[config.mk]
export PLATFORM = sky130hd
export DESIGN_NAME = uart_bus_bridge
export DESIGN_NICKNAME = d
export VERILOG_FILES = /design/src/rtl/uart_bus_bridge.sv
export SDC_FILE = /design/constraint.sdc
export NUM_CORES = 1
export LEC_CHECK = 0
export ABC_AREA = 1
export CAP_MARGIN = 20
export CORE_MARGIN = 3
export CORE_UTILIZATION = 50
export DETAILED_ROUTE_END_ITERATION = 12
export PLACE_DENSITY = 0.76
export SLEW_MARGIN = 10
export SYNTH_ARGS = -nofsm -noshare
export SYNTH_HDL_FRONTEND = slang
export SYNTH_SLANG_ARGS = --single-unit
[constraint.sdc]
create_clock -name clk -period 3.15 [get_ports clk]
set_input_delay 0.7875 -clock clk [delete_from_list [all_inputs] [get_ports clk]]
set_output_delay 0.7875 -clock clk [all_outputs]
set_load 0.02 [all_outputs]
[src/rtl/uart_bus_bridge.sv]
// Register-mapped bridge between a simple strobe bus and a word-oriented UART controller.
// TX/RX word FIFOs plus a single sequencing FSM that drives the controller mode select.

module ubb_fifo #(
  parameter int DEPTH = 4
) (
  input  logic                       clk,
  input  logic                       rst_n,
  input  logic                       push,
  input  logic                       pop,
  input  logic [31:0]                wdata,
  output logic [31:0]                head,
  output logic [$clog2(DEPTH):0]     count
);
  localparam int AW = $clog2(DEPTH);

  logic [31:0]   mem [DEPTH];
  logic [AW-1:0] wr_ptr, rd_ptr;

  // Callers gate push/pop against full/empty; pointers wrap since DEPTH is a power of 2.
  always_ff @(posedge clk or negedge rst_n) begin
    if (!rst_n) begin
      wr_ptr <= '0;
      rd_ptr <= '0;
      count  <= '0;
    end else begin
      if (push) wr_ptr <= wr_ptr + 1'b1;
      if (pop)  rd_ptr <= rd_ptr + 1'b1;
      count <= count + (AW+1)'(push) - (AW+1)'(pop);
    end
  end

  always_ff @(posedge clk)
    if (push) mem[wr_ptr] <= wdata;

  assign head = mem[rd_ptr];
endmodule

module uart_bus_bridge #(
  parameter int FIFO_DEPTH = 4,
  parameter int TIMEOUT    = 65535
) (
  input  logic        clk,
  input  logic        rst_n,
  input  logic [3:0]  bus_addr,
  input  logic        bus_we,
  input  logic        bus_re,
  input  logic [31:0] bus_wdata,
  output logic [31:0] bus_rdata,
  output logic        bus_rvalid,
  output logic [31:0] UbUc_data_in,
  output logic        UbUc_data_in_en,
  output logic [2:0]  UnUc_wr_sel,
  input  logic [31:0] UcUb_data_out,
  input  logic        UcUb_data_out_en,
  input  logic        UcUn_txd_valid,
  input  logic        UcUn_rxd_ready
);
  localparam int AW = $clog2(FIFO_DEPTH);
  localparam int TW = $clog2(TIMEOUT + 1);

  typedef enum logic [2:0] {
    IDLE     = 3'd0,
    TX_START = 3'd1,
    TX_WAIT  = 3'd2,
    TX_CLOSE = 3'd3,
    RX_START = 3'd4,
    RX_WAIT  = 3'd5,
    RX_CLOSE = 3'd6
  } state_t;

  state_t        state;
  logic [TW-1:0] wait_cnt;
  logic          txd_prev, dout_prev;
  logic          rx_en, tx_ovf, rx_udf, timeout;

  logic [31:0]   tx_head, rx_head, rd_val, status;
  logic [AW:0]   tx_cnt, rx_cnt;
  logic          tx_empty, tx_full, rx_empty, rx_full;
  logic          wr_tx, rd_rx, wr_stat, wr_ctrl;
  logic          tx_push, tx_pop, rx_push, rx_pop;
  logic          txd_rise, dout_rise, wait_done, tx_to, rx_to;

  // The controller's rxd_ready level carries nothing the sequencing needs.
  logic unused_rxd_ready;
  assign unused_rxd_ready = UcUn_rxd_ready;

  assign tx_empty = (tx_cnt == '0);
  assign tx_full  = (tx_cnt == (AW+1)'(FIFO_DEPTH));
  assign rx_empty = (rx_cnt == '0);
  assign rx_full  = (rx_cnt == (AW+1)'(FIFO_DEPTH));

  assign wr_tx   = bus_we && (bus_addr == 4'h0);
  assign rd_rx   = bus_re && (bus_addr == 4'h4);
  assign wr_stat = bus_we && (bus_addr == 4'h8);
  assign wr_ctrl = bus_we && (bus_addr == 4'hC);

  assign txd_rise  = UcUn_txd_valid & ~txd_prev;
  assign dout_rise = UcUb_data_out_en & ~dout_prev;
  assign wait_done = (wait_cnt == TW'(TIMEOUT - 1));
  assign tx_to     = (state == TX_WAIT) && !txd_rise  && wait_done;
  assign rx_to     = (state == RX_WAIT) && !dout_rise && wait_done;

  assign tx_push = wr_tx && !tx_full;
  assign tx_pop  = (state == IDLE) && !tx_empty;
  assign rx_push = (state == RX_WAIT) && dout_rise && !rx_full;
  assign rx_pop  = rd_rx && !rx_empty;

  ubb_fifo #(.DEPTH(FIFO_DEPTH)) u_tx_fifo (
    .clk(clk), .rst_n(rst_n), .push(tx_push), .pop(tx_pop),
    .wdata(bus_wdata), .head(tx_head), .count(tx_cnt));

  ubb_fifo #(.DEPTH(FIFO_DEPTH)) u_rx_fifo (
    .clk(clk), .rst_n(rst_n), .push(rx_push), .pop(rx_pop),
    .wdata(UcUb_data_out), .head(rx_head), .count(rx_cnt));

  always_comb begin
    status        = '0;
    status[0]     = tx_empty;
    status[1]     = tx_full;
    status[2]     = rx_empty;
    status[3]     = rx_full;
    status[4]     = tx_ovf;
    status[5]     = rx_udf;
    status[6]     = timeout;
    status[10:8]  = state;
    status[15:12] = 4'(tx_cnt);
    status[19:16] = 4'(rx_cnt);
  end

  always_comb begin
    rd_val = '0;
    case (bus_addr)
      4'h4:    rd_val = rx_empty ? 32'h0 : rx_head;
      4'h8:    rd_val = status;
      4'hC:    rd_val = {31'h0, rx_en};
      default: rd_val = '0;
    endcase
  end

  always_ff @(posedge clk or negedge rst_n) begin
    if (!rst_n) begin
      bus_rdata  <= '0;
      bus_rvalid <= 1'b0;
    end else begin
      bus_rvalid <= bus_re;
      if (bus_re) bus_rdata <= rd_val;
    end
  end

  // Sticky flags: a new event in the same cycle as a W1C write wins.
  always_ff @(posedge clk or negedge rst_n) begin
    if (!rst_n) begin
      rx_en     <= 1'b0;
      tx_ovf    <= 1'b0;
      rx_udf    <= 1'b0;
      timeout   <= 1'b0;
      txd_prev  <= 1'b0;
      dout_prev <= 1'b0;
    end else begin
      txd_prev  <= UcUn_txd_valid;
      dout_prev <= UcUb_data_out_en;
      if (wr_ctrl) rx_en <= bus_wdata[0];
      tx_ovf  <= (tx_ovf  & ~(wr_stat & bus_wdata[4])) | (wr_tx & tx_full);
      rx_udf  <= (rx_udf  & ~(wr_stat & bus_wdata[5])) | (rd_rx & rx_empty);
      timeout <= (timeout & ~(wr_stat & bus_wdata[6])) | tx_to | rx_to;
    end
  end

  // Outputs are set on the transition into each state so they are registered
  // and valid for the whole time the state is held.
  always_ff @(posedge clk or negedge rst_n) begin
    if (!rst_n) begin
      state           <= IDLE;
      wait_cnt        <= '0;
      UnUc_wr_sel     <= 3'b000;
      UbUc_data_in    <= '0;
      UbUc_data_in_en <= 1'b0;
    end else begin
      case (state)
        IDLE: begin
          if (!tx_empty) begin
            state           <= TX_START;
            UnUc_wr_sel     <= 3'b100;
            UbUc_data_in    <= tx_head;
            UbUc_data_in_en <= 1'b1;
          end else if (rx_en && !rx_full) begin
            state       <= RX_START;
            UnUc_wr_sel <= 3'b010;
          end
        end
        TX_START: begin
          state    <= TX_WAIT;
          wait_cnt <= '0;
        end
        TX_WAIT: begin
          if (txd_rise || tx_to) begin
            state           <= TX_CLOSE;
            UnUc_wr_sel     <= 3'b001;
            UbUc_data_in    <= '0;
            UbUc_data_in_en <= 1'b0;
          end else begin
            wait_cnt <= wait_cnt + 1'b1;
          end
        end
        RX_START: begin
          state    <= RX_WAIT;
          wait_cnt <= '0;
        end
        RX_WAIT: begin
          if (dout_rise || rx_to) begin
            state       <= RX_CLOSE;
            UnUc_wr_sel <= 3'b001;
          end else begin
            wait_cnt <= wait_cnt + 1'b1;
          end
        end
        TX_CLOSE, RX_CLOSE: begin
          state       <= IDLE;
          UnUc_wr_sel <= 3'b000;
        end
        default: begin
          state           <= IDLE;
          UnUc_wr_sel     <= 3'b000;
          UbUc_data_in_en <= 1'b0;
        end
      endcase
    end
  end
endmodule

==> run_results.csv <==
group,metric,value,unit
status,outcome,"finished clean",
place,port_buffers,142,
drt,drt_iter0_markers,834,
critical_path,critPathRequiredTime,3.60,ns
critical_path,ff2ff_path_depth,10,
clock_tree,cts.sinks,364,
timing,worstMarginPinSlew,1.02,ns
drt,drtAntennaViolNets,0,
clock_tree,insertion_delay,0.53,ns
clock_tree,cts_setup_buffers,0,
timing,final_hold_viol_count,0,
power,powerDensity,828,mW/mm2
floorplanning,rows,62,
place,dp.cells,1756,
floorplanning,fp.dieW,177,um
floorplanning,pin_count,144,
timing,fmax,386,MHz
global_routing,gr-usage-all-layers,21.3,%
cells_and_area,final_cell_mix,"nand2_1, edfxtp_1, clkdlybuf4s50_1",
drt,vias,10100,
clock_tree,cts_tree,"done",
timing,timing.final.crit_share,82.3,%
floorplanning,start_util,51.0,%
logic_synthesis,synth_seq_area_share,70.7,%
logic_synthesis,yosysTopAreaCell,"edfxtp_1",
clock_tree,cts_resized,0,
critical_path,crit_start,"bus_addr[1]",
hold_path,hold_path.class,"in -> async",
clock_tree,clkTransAtPathRegs,0.06,ns
place,routabilityCongestion,0.826,
critical_path,setup.worst_path.end_class,"register",
power,ir_worst_vdd,0.587,mV
cells_and_area,syn2layout_area_growth,22.2,%
floorplanning,fp.coreArea,0.0289,mm2
logic_synthesis,yosys-top-cells-area,"edfxtp_1, dfrtp_1, nand2_1",
logic_synthesis,synth_fp_nets,1351,
clock_tree,htree_levels,2,
critical_path,worstSetupStartpointType,"input pin",
timing,setup_viol,0,
timing,maxSlewHeadroom,32.0,%
drt,dr.pass1.iters,6,
power,pwr-share-clk,29.2,%
drt,post_drt_wl_per_cell,18.5,um
power,switching_share,34.7,%
power,p_int,0.00972,W
logic_synthesis,synth.ff_latch_count,364,
clock_tree,cts_root_buffer,"clkbuf_16",
timing,fin_tns_setup,0,ns
power,p_leak,6.93,nW
logic_synthesis,synth.cell_area,0.0147,mm2
timing,finalCriticalPeriod,2.59,ns
logic_synthesis,synthCells,1260,
drt,via_per_inst,5.53,
clock_tree,cts_buffer_depth,3,
cells_and_area,antennaDiodeCount,0,
timing,rsz0062_at_grt,"false",
cells_and_area,layout.nets,1504,
cells_and_area,drive_gt1_share,8.73,%
floorplanning,die_height,177,um
job,cap_violations,0,
timing,clock_skew,0.0154,ns
drt,drc,0,
power,p_comb_share,31.3,%
global_routing,grt_pass1_wl,52.9,mm
critical_path,critical_path_class,"in -> reg",
clock_tree,numCtsBuffers,39,
power,seqPwrFrac,39.5,%
logic_synthesis,syn_area_per_cell,11.7,um2
cells_and_area,finalNonFillerCells,1827,
cells_and_area,final_common_cell,"nand2_1",
critical_path,r2r-start,"u_rx_fifo.count[1]",
power,p_sw,0.00516,W
clock_tree,cts-hold-fix-buffers,0,
critical_path,cp.arrival,3.04,ns
timing,report.final.slew_viol_count,0,
drt,wirelength,33.8,mm
logic_synthesis,yosysWarnings,0,
critical_path,crit_fanout,4,
global_routing,grt_pass1_vias,9883,
place,dp_hpwl,20.6,mm
logic_synthesis,synth.distinct_cells,36,
global_routing,grt_max_degree,67,
floorplanning,die_area,0.0315,mm2
global_routing,grt_antenna_before_repair,2,
logic_synthesis,synth.top_cell.area_share,52.3,%
global_routing,gr-total-overflow,0,
[kinds of logic (layout without fill, tap and decap cells)]
kind of cell	count (synthesis)	after routing	share of synthesized area, %
and+or+nand+nor	541	541	15.6
AOI/OAI and AO/OA	202	202	7.97
buffers and inverters	124	307	3.56
adders and majority gates	16	16	1.46
xor gates and xnor gates	13	13	0.774
DFF	364	364	70.7
[Yosys cell counts, drive strengths merged]
master and count:
dfrtp 108, clkinv 1, nor3 4, a31oi 2, o22ai 64, o21bai 2, nand2 281, or2 2
clkbuf 42, a21oi 2, ha 14, fa 2, inv 59, xor2 10, nand3 61, edfxtp 256
o21ai 115, xnor2 3, o211ai 1, nand4 40, nor3b 1, nor2 152, a22o 16, buf 22
[worst max-delay path: stages]
cell and delay [ns]:
clkdlybuf4s50_1 0.41, nor2_2 0.19, inv_1 0.08, nor3_2 0.25, nand2_2 0.12, nor2_4 0.11
ha_1 0.12, inv_1 0.04, ha_1 0.18, fa_1 0.39, xnor2_1 0.19, xor2_1 0.16
[sequential cells by signal (all words and copies together), names as in the netlist]
signal / count
UnUc_wr_sel: 3
u_tx_fifo.rd_ptr: 2
u_tx_fifo.count: 3
state: 3
tx_ovf: 1
wait_cnt: 16
bus_rdata: 32
UbUc_data_in: 32
u_tx_fifo.wr_ptr: 2
u_rx_fifo.mem: 128
u_rx_fifo.count: 3
u_tx_fifo.mem: 128
u_rx_fifo.rd_ptr: 2
u_rx_fifo.wr_ptr: 2
txd_prev: 1
rx_udf: 1
timeout: 1
rx_en: 1
UbUc_data_in_en: 1
bus_rvalid: 1
dout_prev: 1
[through the flow]
step / hold slack (ns) / instance area, um2 / total power, W / setup slack (ns) / util [%]
detailed placement: 0.466 / 16700 / 0.0106 / 0.0310 / 58.0
finish: 0.205 / 18000 / 0.0149 / 0.558 / 62.3
CTS: 0.207 / 18000 / 0.0150 / 0.564 / 62.3
global placement: 0.462 / 16700 / 0.0104 / 0.113 / 58.0
global route: 0.225 / 18000 / 0.0157 / 0.448 / 62.3
floorplan: 0.464 / 14700 / 0.00901 / -0.112 / -
[power groups by stage]
stage | clock network [W] | logic, W | registers, W
2_1_floorplan | 0 | 0.00281 | 0.00621
3_3_place_gp | 0 | 0.00449 | 0.00595
3_5_place_dp | 0 | 0.00463 | 0.00596
4_1_cts | 0.00442 | 0.00468 | 0.00587
5_1_grt | 0.00463 | 0.00518 | 0.00591
6_report | 0.00435 | 0.00466 | 0.00587
[layer usage]
layer / share of wire [%] / track usage [%] / routed length (um)
met5: 0.12 / 0 / 40
met4: 1.9 / 5.96 / 643
met3: 7.8 / 4.30 / 2630
met2: 49 / 35.5 / 16500
met1: 41 / 28.7 / 13900
[worst paths after layout]
path                                       to  slack, ns
setup / recovery           u_rx_fifo.count[2]       0.56
hold / removal               UbUc_data_in[13]       0.20
setup reg to reg           u_rx_fifo.count[2]       0.90
hold reg to reg              UbUc_data_in[17]       0.48
max in group asynchronous             timeout       2.25
min in group clk             UbUc_data_in[17]       0.48
[area by class of cell]
class,count,area (um2)
clock inverter,18,128
sequential,364,10400
fill,2203,10900
inverter,60,225
tap,384,480
clock buffer,53,1110
timing repair buffer,176,1790
multi-input combinational,772,3850
(Power assumes the default switching activity.)
==> edit (config.mk and constraints unchanged) <==
Make the reset (`rst_n`) synchronous in 4 clocked blocks.
--- a/src/rtl/uart_bus_bridge.sv
+++ b/src/rtl/uart_bus_bridge.sv
@@ -20,3 +20,3 @@
   // Callers gate push/pop against full/empty; pointers wrap since DEPTH is a power of 2.
-  always_ff @(posedge clk or negedge rst_n) begin
+  always_ff @(posedge clk) begin
     if (!rst_n) begin
@@ -140,3 +140,3 @@
 
-  always_ff @(posedge clk or negedge rst_n) begin
+  always_ff @(posedge clk) begin
     if (!rst_n) begin
@@ -151,3 +151,3 @@
   // Sticky flags: a new event in the same cycle as a W1C write wins.
-  always_ff @(posedge clk or negedge rst_n) begin
+  always_ff @(posedge clk) begin
     if (!rst_n) begin
@@ -171,3 +171,3 @@
   // and valid for the whole time the state is held.
-  always_ff @(posedge clk or negedge rst_n) begin
+  always_ff @(posedge clk) begin
     if (!rst_n) begin
Check against the original RTL: differs if rst_n is asserted again (counterexample within 4 cycles, from zero or initial values and one cycle with rst_n low); with rst_n held inactive, the same outputs for 4 cycles.
==> edit against the original RTL <==
- first-iteration DRC count up 8.5%
- via count up 2.2%
- setup slack better by 0.18 ns
- routed wire length down 3.2%
- die area down 0.51%
- clock skew up 0.0032 ns
- synthesized area down 0.53%
- combinational power down 39%
- total power down 15%
- design area down 1.1%
- largest power group unchanged
- sequential cell count up 4
- final cell count up 5.4%
- critical path depth down 1
==> edit: results (changes against the original RTL) <==
[cells_and_area]
final_area_um2=17800  ; -1.1%
multi_input_area_share=0.237  ; +0.0233
n_fill_cell=2147  ; -2.5%
inverters_excl_clock=66  ; +10%
diodes=1  ; +1
buffers=171  ; -2.8%
nClkBuffers=54  ; +1.9%
clock_area_frac=0.0649  ; -0.00399
buf_share=0.0979  ; -0.00153
register_area_um2=9930  ; -4.4%
nets=1610  ; +7.0%
instances_no_fill=1926  ; +5.4%
drive_above_1_share=0.0853  ; -0.00199

[pwr]
power.leakage_nw=6.13  ; -12%
intPower_mw=8.90  ; -8.5%
powerComb_mw=2.83  ; -39%
clk-power_mw=4.18  ; -4%

[worst_setup_path]
crit_arrival_ns=2.80  ; -0.24 ns
regToRegStartpoint=state[0]
cp_max_fo=5  ; +1
rr_endpoint=u_rx_fifo.mem[1][9]
r2r_cells=7  ; -3
cp-endpoint=u_rx_fifo.count[2]

[status]
outcome=finished, final reports clean

[yosys]
ys_top_cells_by_area=edfxtp_1 (53%), dfxtp_1 (15%), nor2_1 (6.2%)
ys_seq_area_frac=0.679  ; -0.0277
ys_top_cells_by_count=edfxtp_1 (256), nor2_1 (243), nand2_1 (206)
syn-num-nets=1469  ; +8.7%
synthCells=1378  ; +9.4%
synth-xor-area-share=0.00240  ; -0.00535

[drt]
wl_per_cell_um=17.0  ; -8.1%
dr.pass1.iters=5  ; -1
vias=10300  ; +2.2%
drt_iter0_markers=905  ; +8.5%

[cts]
clkSinkCount=368  ; +1.1%
numCtsBuffers=37  ; -5.1%

[place]
dp_slack_ns=0.219  ; +0.188 ns
dp_hpwl_um=20000  ; -2.7%
gp_congestion=0.813  ; -1.5%

[grt]
grt_pass1_wl_um=51800  ; -2.0%
grt_util_all_layers=0.209  ; -0.00403
grt_antenna_before_repair=1  ; -1

[timing]
clock_skew_ns=0.0187  ; +0.00323 ns
max_freq_ghz=0.414  ; +7.3%
holdWs_ns=0.462  ; +0.258 ns

[die]
rows=61  ; -1.6%

==> edit: changes by cell type after synthesis, sizes merged, moves of 5 or more <==
cell    delta
a21oi    +131
nand4     -27
dfrtp    -108
xor2       -6
dfxtp    +112
o21ai     +17
a22o      -16
o22ai     -47
inv        +5
nor2      +98
nand2     -61
nand3     +16
clkbuf     +8
==> edit: critical path: stages <==
cell	delay, ns
clkdlybuf4s50_1	0.59
nand3_1	0.17
a21oi_2	0.17
inv_2	0.05
nor2_2	0.10
ha_1	0.13
inv_1	0.03
ha_1	0.17
fa_1	0.37
xor2_1	0.16
nor2_1	0.06
==> edit: layer usage <==
metal	GRT usage	up-vias	wire length, um	share of wire
li1	-	5028	-	-
met4	0.0720	0	880	0.027
met3	0.0354	58	2090	0.064
met2	0.363	355	16300	0.50
met1	0.267	4879	13400	0.41
met5	0	-	0	0
==> edit: logic make-up after synthesis <==
logic type,count (synthesis)
buffers and inverters,135
xor gates and xnor gates,4
and+or+nand+nor,565
DFF,368
adders and majority gates,16
AOI/OAI and AO/OA,290
